`config.mk`:
```
export PLATFORM = sky130hd
export DESIGN_NAME = unidade_busca_instrucao
export DESIGN_NICKNAME = d
export VERILOG_FILES = /design/src/rtl/unidade_busca_instrucao.sv
export SDC_FILE = /design/constraint.sdc
export NUM_CORES = 1
export LEC_CHECK = 0
export BUFFER_PORTS_ARGS = -buffer_cell sky130_fd_sc_hd__buf_2
export CORE_ASPECT_RATIO = 1.2
export CORE_MARGIN = 3
export CORE_UTILIZATION = 50
export DETAILED_ROUTE_END_ITERATION = 12
export GPL_TIMING_DRIVEN = 0
export PLACE_DENSITY = 0.76
export SKIP_LAST_GASP = 1
export SLEW_MARGIN = 15
export SYNTH_ARGS = -nofsm -noshare
export SYNTH_HDL_FRONTEND = slang
export SYNTH_HIERARCHICAL = 1
export SYNTH_SLANG_ARGS = --single-unit
```
`constraint.sdc`:
```
create_clock -name clk -period 5.7 [get_ports clk]
set_input_delay 0.57 -clock clk [delete_from_list [all_inputs] [get_ports clk]]
set_output_delay 0.57 -clock clk [all_outputs]
set_load 0.01 [all_outputs]
```
`src/rtl/unidade_busca_instrucao.sv`:
```
// Instruction-fetch stage: owns the fetch PC, issues in-order memory requests under a
// credit limit, buffers returned words and hands {pc, instr} pairs downstream.

module unidade_busca_instrucao_chk #(
  parameter int unsigned CW    = 3,
  parameter int unsigned DEPTH = 2
) (
  input  logic          i_clk,
  input  logic          i_rst,
  input  logic          i_resp_valid,
  input  logic [CW-1:0] i_inflight,
  input  logic [CW-1:0] i_count
);
  // A response with nothing outstanding is a memory-side protocol error.
  a_no_orphan_resp: assert property (@(posedge i_clk) disable iff (!i_rst)
    i_resp_valid |-> (i_inflight != '0));
  a_credit_bound: assert property (@(posedge i_clk) disable iff (!i_rst)
    (i_inflight + i_count) <= CW'(DEPTH));
endmodule

module unidade_busca_instrucao #(
  parameter int unsigned     XLEN     = 64,
  parameter int unsigned     ILEN     = 32,
  parameter logic [XLEN-1:0] RESET_PC = '0,
  parameter int unsigned     DEPTH    = 2
) (
  input  logic            clk,
  input  logic            rst,
  output logic            imem_req_valid,
  input  logic            imem_req_ready,
  output logic [XLEN-1:0] imem_req_addr,
  input  logic            imem_resp_valid,
  input  logic [ILEN-1:0] imem_resp_data,
  input  logic            redirect_valid,
  input  logic [XLEN-1:0] redirect_pc,
  output logic            out_valid,
  input  logic            out_ready,
  output logic [XLEN-1:0] out_pc,
  output logic [ILEN-1:0] out_instr,
  output logic [XLEN-1:0] PCOut
);
  localparam int unsigned PW = (DEPTH > 1) ? $clog2(DEPTH) : 1;
  localparam int unsigned CW = $clog2(2 * DEPTH + 1);

  logic [XLEN-1:0] r_fetch_pc;
  logic [CW-1:0]   r_inflight;
  logic [CW-1:0]   r_drop;
  logic [CW-1:0]   r_count;
  logic [PW-1:0]   r_buf_wr;
  logic [PW-1:0]   r_buf_rd;
  logic [PW-1:0]   r_pcq_wr;
  logic [PW-1:0]   r_pcq_rd;
  logic [XLEN-1:0] r_pcout;
  logic [XLEN-1:0] r_buf_pc    [DEPTH];
  logic [ILEN-1:0] r_buf_instr [DEPTH];
  logic [XLEN-1:0] r_pcq       [DEPTH];

  logic            w_req_fire;
  logic            w_resp_hit;
  logic            w_resp_keep;
  logic            w_pop;
  logic [CW-1:0]   w_credit_used;
  logic [CW-1:0]   w_inflight_nx;
  logic [CW-1:0]   w_drop_nx;
  logic [CW-1:0]   w_count_nx;
  logic [XLEN-1:0] w_fetch_pc_nx;
  logic            w_unused;

  function automatic logic [PW-1:0] ptr_inc(input logic [PW-1:0] p);
    if (p == PW'(DEPTH - 1)) begin
      ptr_inc = '0;
    end else begin
      ptr_inc = p + PW'(1);
    end
  endfunction

  // Requests stop once in-flight plus buffered words would exceed the buffer.
  assign w_credit_used  = r_inflight + r_count;
  assign imem_req_valid = rst & (w_credit_used < CW'(DEPTH)) & ~redirect_valid;
  assign imem_req_addr  = r_fetch_pc;

  assign out_valid = (r_count != '0);
  assign out_pc    = out_valid ? r_buf_pc[r_buf_rd]    : '0;
  assign out_instr = out_valid ? r_buf_instr[r_buf_rd] : '0;
  assign PCOut     = r_pcout;

  assign w_req_fire  = imem_req_valid & imem_req_ready;
  assign w_resp_hit  = rst & imem_resp_valid & (r_inflight != '0);
  assign w_resp_keep = w_resp_hit & ~redirect_valid & (r_drop == '0);
  assign w_pop       = out_valid & out_ready;
  assign w_unused    = ^redirect_pc[1:0];

  // Next-state for PC and counters; a redirect marks every outstanding request as stale.
  always_comb begin
    w_inflight_nx = r_inflight + (w_req_fire ? CW'(1) : CW'(0)) - (w_resp_hit ? CW'(1) : CW'(0));
    w_drop_nx     = r_drop;
    w_count_nx    = r_count;
    w_fetch_pc_nx = r_fetch_pc;
    if (redirect_valid) begin
      w_drop_nx     = r_inflight - (w_resp_hit ? CW'(1) : CW'(0));
      w_count_nx    = '0;
      w_fetch_pc_nx = {redirect_pc[XLEN-1:2], 2'b00};
    end else begin
      w_drop_nx     = (w_resp_hit && (r_drop != '0)) ? (r_drop - CW'(1)) : r_drop;
      w_count_nx    = r_count + (w_resp_keep ? CW'(1) : CW'(0)) - (w_pop ? CW'(1) : CW'(0));
      w_fetch_pc_nx = w_req_fire ? (r_fetch_pc + XLEN'(4)) : r_fetch_pc;
    end
  end

  always_ff @(posedge clk) begin
    if (!rst) begin
      r_fetch_pc <= RESET_PC;
      r_inflight <= '0;
      r_drop     <= '0;
      r_count    <= '0;
      r_buf_wr   <= '0;
      r_buf_rd   <= '0;
      r_pcq_wr   <= '0;
      r_pcq_rd   <= '0;
      r_pcout    <= '0;
    end else begin
      r_fetch_pc <= w_fetch_pc_nx;
      r_inflight <= w_inflight_nx;
      r_drop     <= w_drop_nx;
      r_count    <= w_count_nx;
      r_pcq_wr   <= w_req_fire ? ptr_inc(r_pcq_wr) : r_pcq_wr;
      r_pcq_rd   <= w_resp_hit ? ptr_inc(r_pcq_rd) : r_pcq_rd;
      if (redirect_valid) begin
        r_buf_wr <= '0;
        r_buf_rd <= '0;
      end else begin
        r_buf_wr <= w_resp_keep ? ptr_inc(r_buf_wr) : r_buf_wr;
        r_buf_rd <= w_pop ? ptr_inc(r_buf_rd) : r_buf_rd;
      end
      if (w_pop) begin
        r_pcout <= out_pc;
      end
    end
  end

  // Storage is only read while counted valid, so it carries no reset.
  always_ff @(posedge clk) begin
    if (w_req_fire) begin
      r_pcq[r_pcq_wr] <= r_fetch_pc;
    end
    if (w_resp_keep) begin
      r_buf_pc[r_buf_wr]    <= r_pcq[r_pcq_rd];
      r_buf_instr[r_buf_wr] <= imem_resp_data;
    end
  end

  unidade_busca_instrucao_chk #(
    .CW    (CW),
    .DEPTH (DEPTH)
  ) u_chk (
    .i_clk        (clk),
    .i_rst        (rst),
    .i_resp_valid (imem_resp_valid),
    .i_inflight   (r_inflight),
    .i_count      (r_count)
  );
endmodule

```
==> results.md <==
- Clk pwr share: 37.3%
- Internal Dissipation: 0.005575 W
- Fmax: 224.7 MHz
- Warnings, synthesis: 6
- Number of global-route vias before repair: 12890
- CTS Root Buffer Type: clkbuf_16
- Hold Path Class: input port to flop
- Via density: about 5.8
- Number of fill cells: 2738
- Die Height: 214.8 um
- Placer Congestion: 0.9446
- Synthesized instance count: 1414
- Sequential group share of total power: between 50% and 60%
- Data required time of the worst path: ~6.1 ns
- Part of the power in combinational logic: 11.2%
- CP max stage cell: buf_1
- Leak Pwr: 7.943 nW
- Min Hold Slack: 0.2046 ns
- Pin count of the biggest net entering global routing: 35
- CP peak stage delay: 0.59 ns
- Setup crit end kind: flop
- Drt wl/cell: 21.88 um
- Clock tree from TritonCTS: built
- Switching part of the total: 24.53%
- Fin nets: ~1900
- Inst Count DP: 2210
- Area of the core: approximately 0.035 sq mm
- DP Wirelength: 36460 um
- Power density of the placed cells: 335.9 mW/mm^2
- Critical path class: flop to flop
- Maximum level of the CTS H-tree: 2
- Count of endpoints failing setup in the final report: 0
- Peak supply drop: 0.0002349 V
- Cell type with the highest aggregate area in the netlist: edfxtp_1
- Clock latency on the worst-skew pair: approximately 0.55 ns
- Clock tree sinks: between 400 and 500
- Number of placed I/O pins: 328
- Count of flip-flops with a built-in enable after synthesis: 312
- Number of synthesized register bits: 451
- Cell with the most instances after synthesis: edfxtp_1
- Async set-reset flop share out of synthesis: 0%
- Overflow left after global routing: 0
- Startpoint Class: flop
- Crit-path cells: inv_1, fa_1, xnor3_1, nor3b_4, inv_2, clkbuf_1, clkbuf_1, buf_1, ha_1, inv_1, ha_1, inv_1, fa_1, xnor2_1, xnor2_1, nor2_1
- Sum of negative setup slack: 0 ns
- Number of slew-limit violations in the final report: 0
- Post-route non-filler standard cell count: 2290
- All-Layer GR Usage: 25.01%
- Total wire length after detailed routing: between 50000 and 60000 um
- # port buffers: 319
- Relative slew slack: 24.30%
- Mean area per synthesized cell: 12.84 sq um
- Layout overhead on the synthesized area: 21.08%
- Global-route wire length before repair: between 70000 and 80000 um
- Reported net switching power: 0.001812 W
- CTS clk-pin slew, worst paths: 0.06 ns
- Number of core rows: 75
- Fin crit share: 78.08%
- Number of max-cap violations: 0
- Leading cell types by total area after synthesis: edfxtp_1, dfxtp_1, mux2i_1
- DRC violation count after routing: 0
- Cell type with the highest occurrence count on the critical path: inv_1
- Vias after detailed routing: 13250
- Multi-input logic area: ~0.0056 sq mm
- Total Die Area: ~0.039 sq mm
- Leading register cell type out of synthesis: edfxtp_1
- Unique masters post-synth: between 50 and 60
- Design Power: 0.007387 W
- Detailed-routing iteration count for the pre-antenna-repair pass: 6
- Post-Route Skew: between 0.02 and 0.03 ns
- Share of final-layout standard cells stronger than drive strength 1: between 20% and 30%
- Crit Path Max Fanout: 10
- Horiz. Die Dim: 180.0 um
- Count of nets left with antenna violations after detail routing: 0
- Sequential share of the synthesized area: approximately two thirds
- Top post-synthesis cells by count: edfxtp_1, nor2_1, dfxtp_1
- Detailed Route Iter0 Violations: 1377
- RSZ-0062 raised after global routing: false
- Hold violation total from the final report: 0
- Worst path arrival time: 4.86 ns
- Number of antenna cells inserted: 0
- Top-area cell type share of the netlist area: around half
- Sequential cell area: about 0.012 sq mm
- Maximum buffer depth of the clock tree: 3
- Status: finished clean
- Post-synthesis cell area: 0.01816 sq mm
- Final Critical Period: 4.451 ns
- Inserted Clock Buffers: 43
- Transition time at the pin with the least slew margin: 1.126 ns
- Finished Cell Area: 0.02199 sq mm
- Initial core utilization: 51.34%
- Resize count post-CTS: 0
- DP Area: 0.02061 sq mm
- Hold bufs inserted after CTS: 0
- Initial antenna violation count: 0
- Post-CTS Repair Setup Buffers: 0
-- logic make-up after synthesis --
group,after synthesis,synth area share [%]
AOI/OAI and AO/OA,211,7.785
xor gates and xnor gates,27,1.378
adders and majority gates,12,0.9507
buffers and inverters,112,2.446
DFF,451,66.91
muxes,160,9.272
other,1,0.02065
and+or+nand+nor,440,11.24
-- critical path, delay by kind of cell (launching register included) --
family	cells	cell delay, ns
buf+inv	7	1.83
fa+ha+maj	4	1.30
simple gates	2	0.16
xor+xnor	3	0.63
flops	1	0.39
-- worst paths after layout --
kind	startpoint	to	slack, ns	cells past startpoint
min reg2reg	PCOut[9]	PCOut[9]	0.49	2
max reg2reg	r_inflight[1]	r_inflight[2]	1.25	16
min	imem_resp_data[4]	r_buf_instr[0][4]	0.20	1
max	r_inflight[1]	r_inflight[2]	1.25	16
-- flip-flops by register name (all words and copies together), names as in the netlist, named ones only --
signal         count
r_pcq_wr           1
r_inflight         3
r_buf_instr       64
r_buf_wr           1
r_drop             3
r_pcq_rd           1
imem_req_addr     62
r_pcq            124
r_count            3
PCOut             62
r_buf_pc         124
r_buf_rd           1
-- layer usage --
layer / global-route usage, % / wire [um]
met4: 11.17 / 2430
met1: 31.94 / 19130
met5: 0 / 0
met3: 4.718 / 4564
met2: 41.75 / 23980
-- final cells by class --
type / count / area share (%)
clock buffers: 64 / 5.621
clock inverters: 16 / 0.5860
plain buffers: 91 / 1.661
multi-input cells: 856 / 25.61
repair buffers: 329 / 8.273
inverters: 21 / 0.3584
well taps: 462 / 2.629
flip-flops and latches: 451 / 55.26
-- metrics by stage --
step           worst slack, ns  utilization, %
6_report                 1.249           62.16
5_1_grt                 0.9989           62.16
4_1_cts                  1.327           62.11
3_5_place_dp             1.328           58.26
3_3_place_gp            -2.675           57.54
2_1_floorplan          0.09675               -
-- power groups by stage --
stage | combinational, W | sequential [W] | clock (W)
global placement | 0.000776 | 0.00388 | 0
global route | 0.000900 | 0.00381 | 0.00293
detailed placement | 0.000821 | 0.00387 | 0
CTS | 0.000828 | 0.00380 | 0.00279
finish | 0.000829 | 0.00380 | 0.00276
floorplan | 0.000467 | 0.00386 | 0
-- cell usage in the layout (no fill, tap or decap), types with 7 or more instances in the layout --
cell type / synthesis / routed
mux2_2: 65 / 65
clkbuf_1: 65 / 79
a221oi_1: 11 / 11
nand4_1: 28 / 28
clkbuf_16: 0 / 44
xnor2_1: 16 / 16
a31oi_1: 15 / 15
buf_2: 1 / 320
buf_12: 0 / 7
nand2_1: 57 / 57
and4_1: 12 / 12
nor4_1: 10 / 8
a211oi_1: 65 / 65
and2_1: 9 / 8
o22ai_1: 11 / 11
dfxtp_1: 139 / 139
o21ai_0: 28 / 28
nor3_1: 27 / 25
nor2_1: 221 / 218
and3_1: 22 / 22
mux2i_1: 94 / 94
nand3_1: 37 / 37
a22oi_1: 8 / 8
a21oi_1: 46 / 46
edfxtp_1: 312 / 312
xor2_1: 10 / 10
ha_1: 9 / 9
clkinv_2: 0 / 9
inv_1: 19 / 19
buf_1: 19 / 19
No activity file was read; power rests on OpenSTA's default activity.
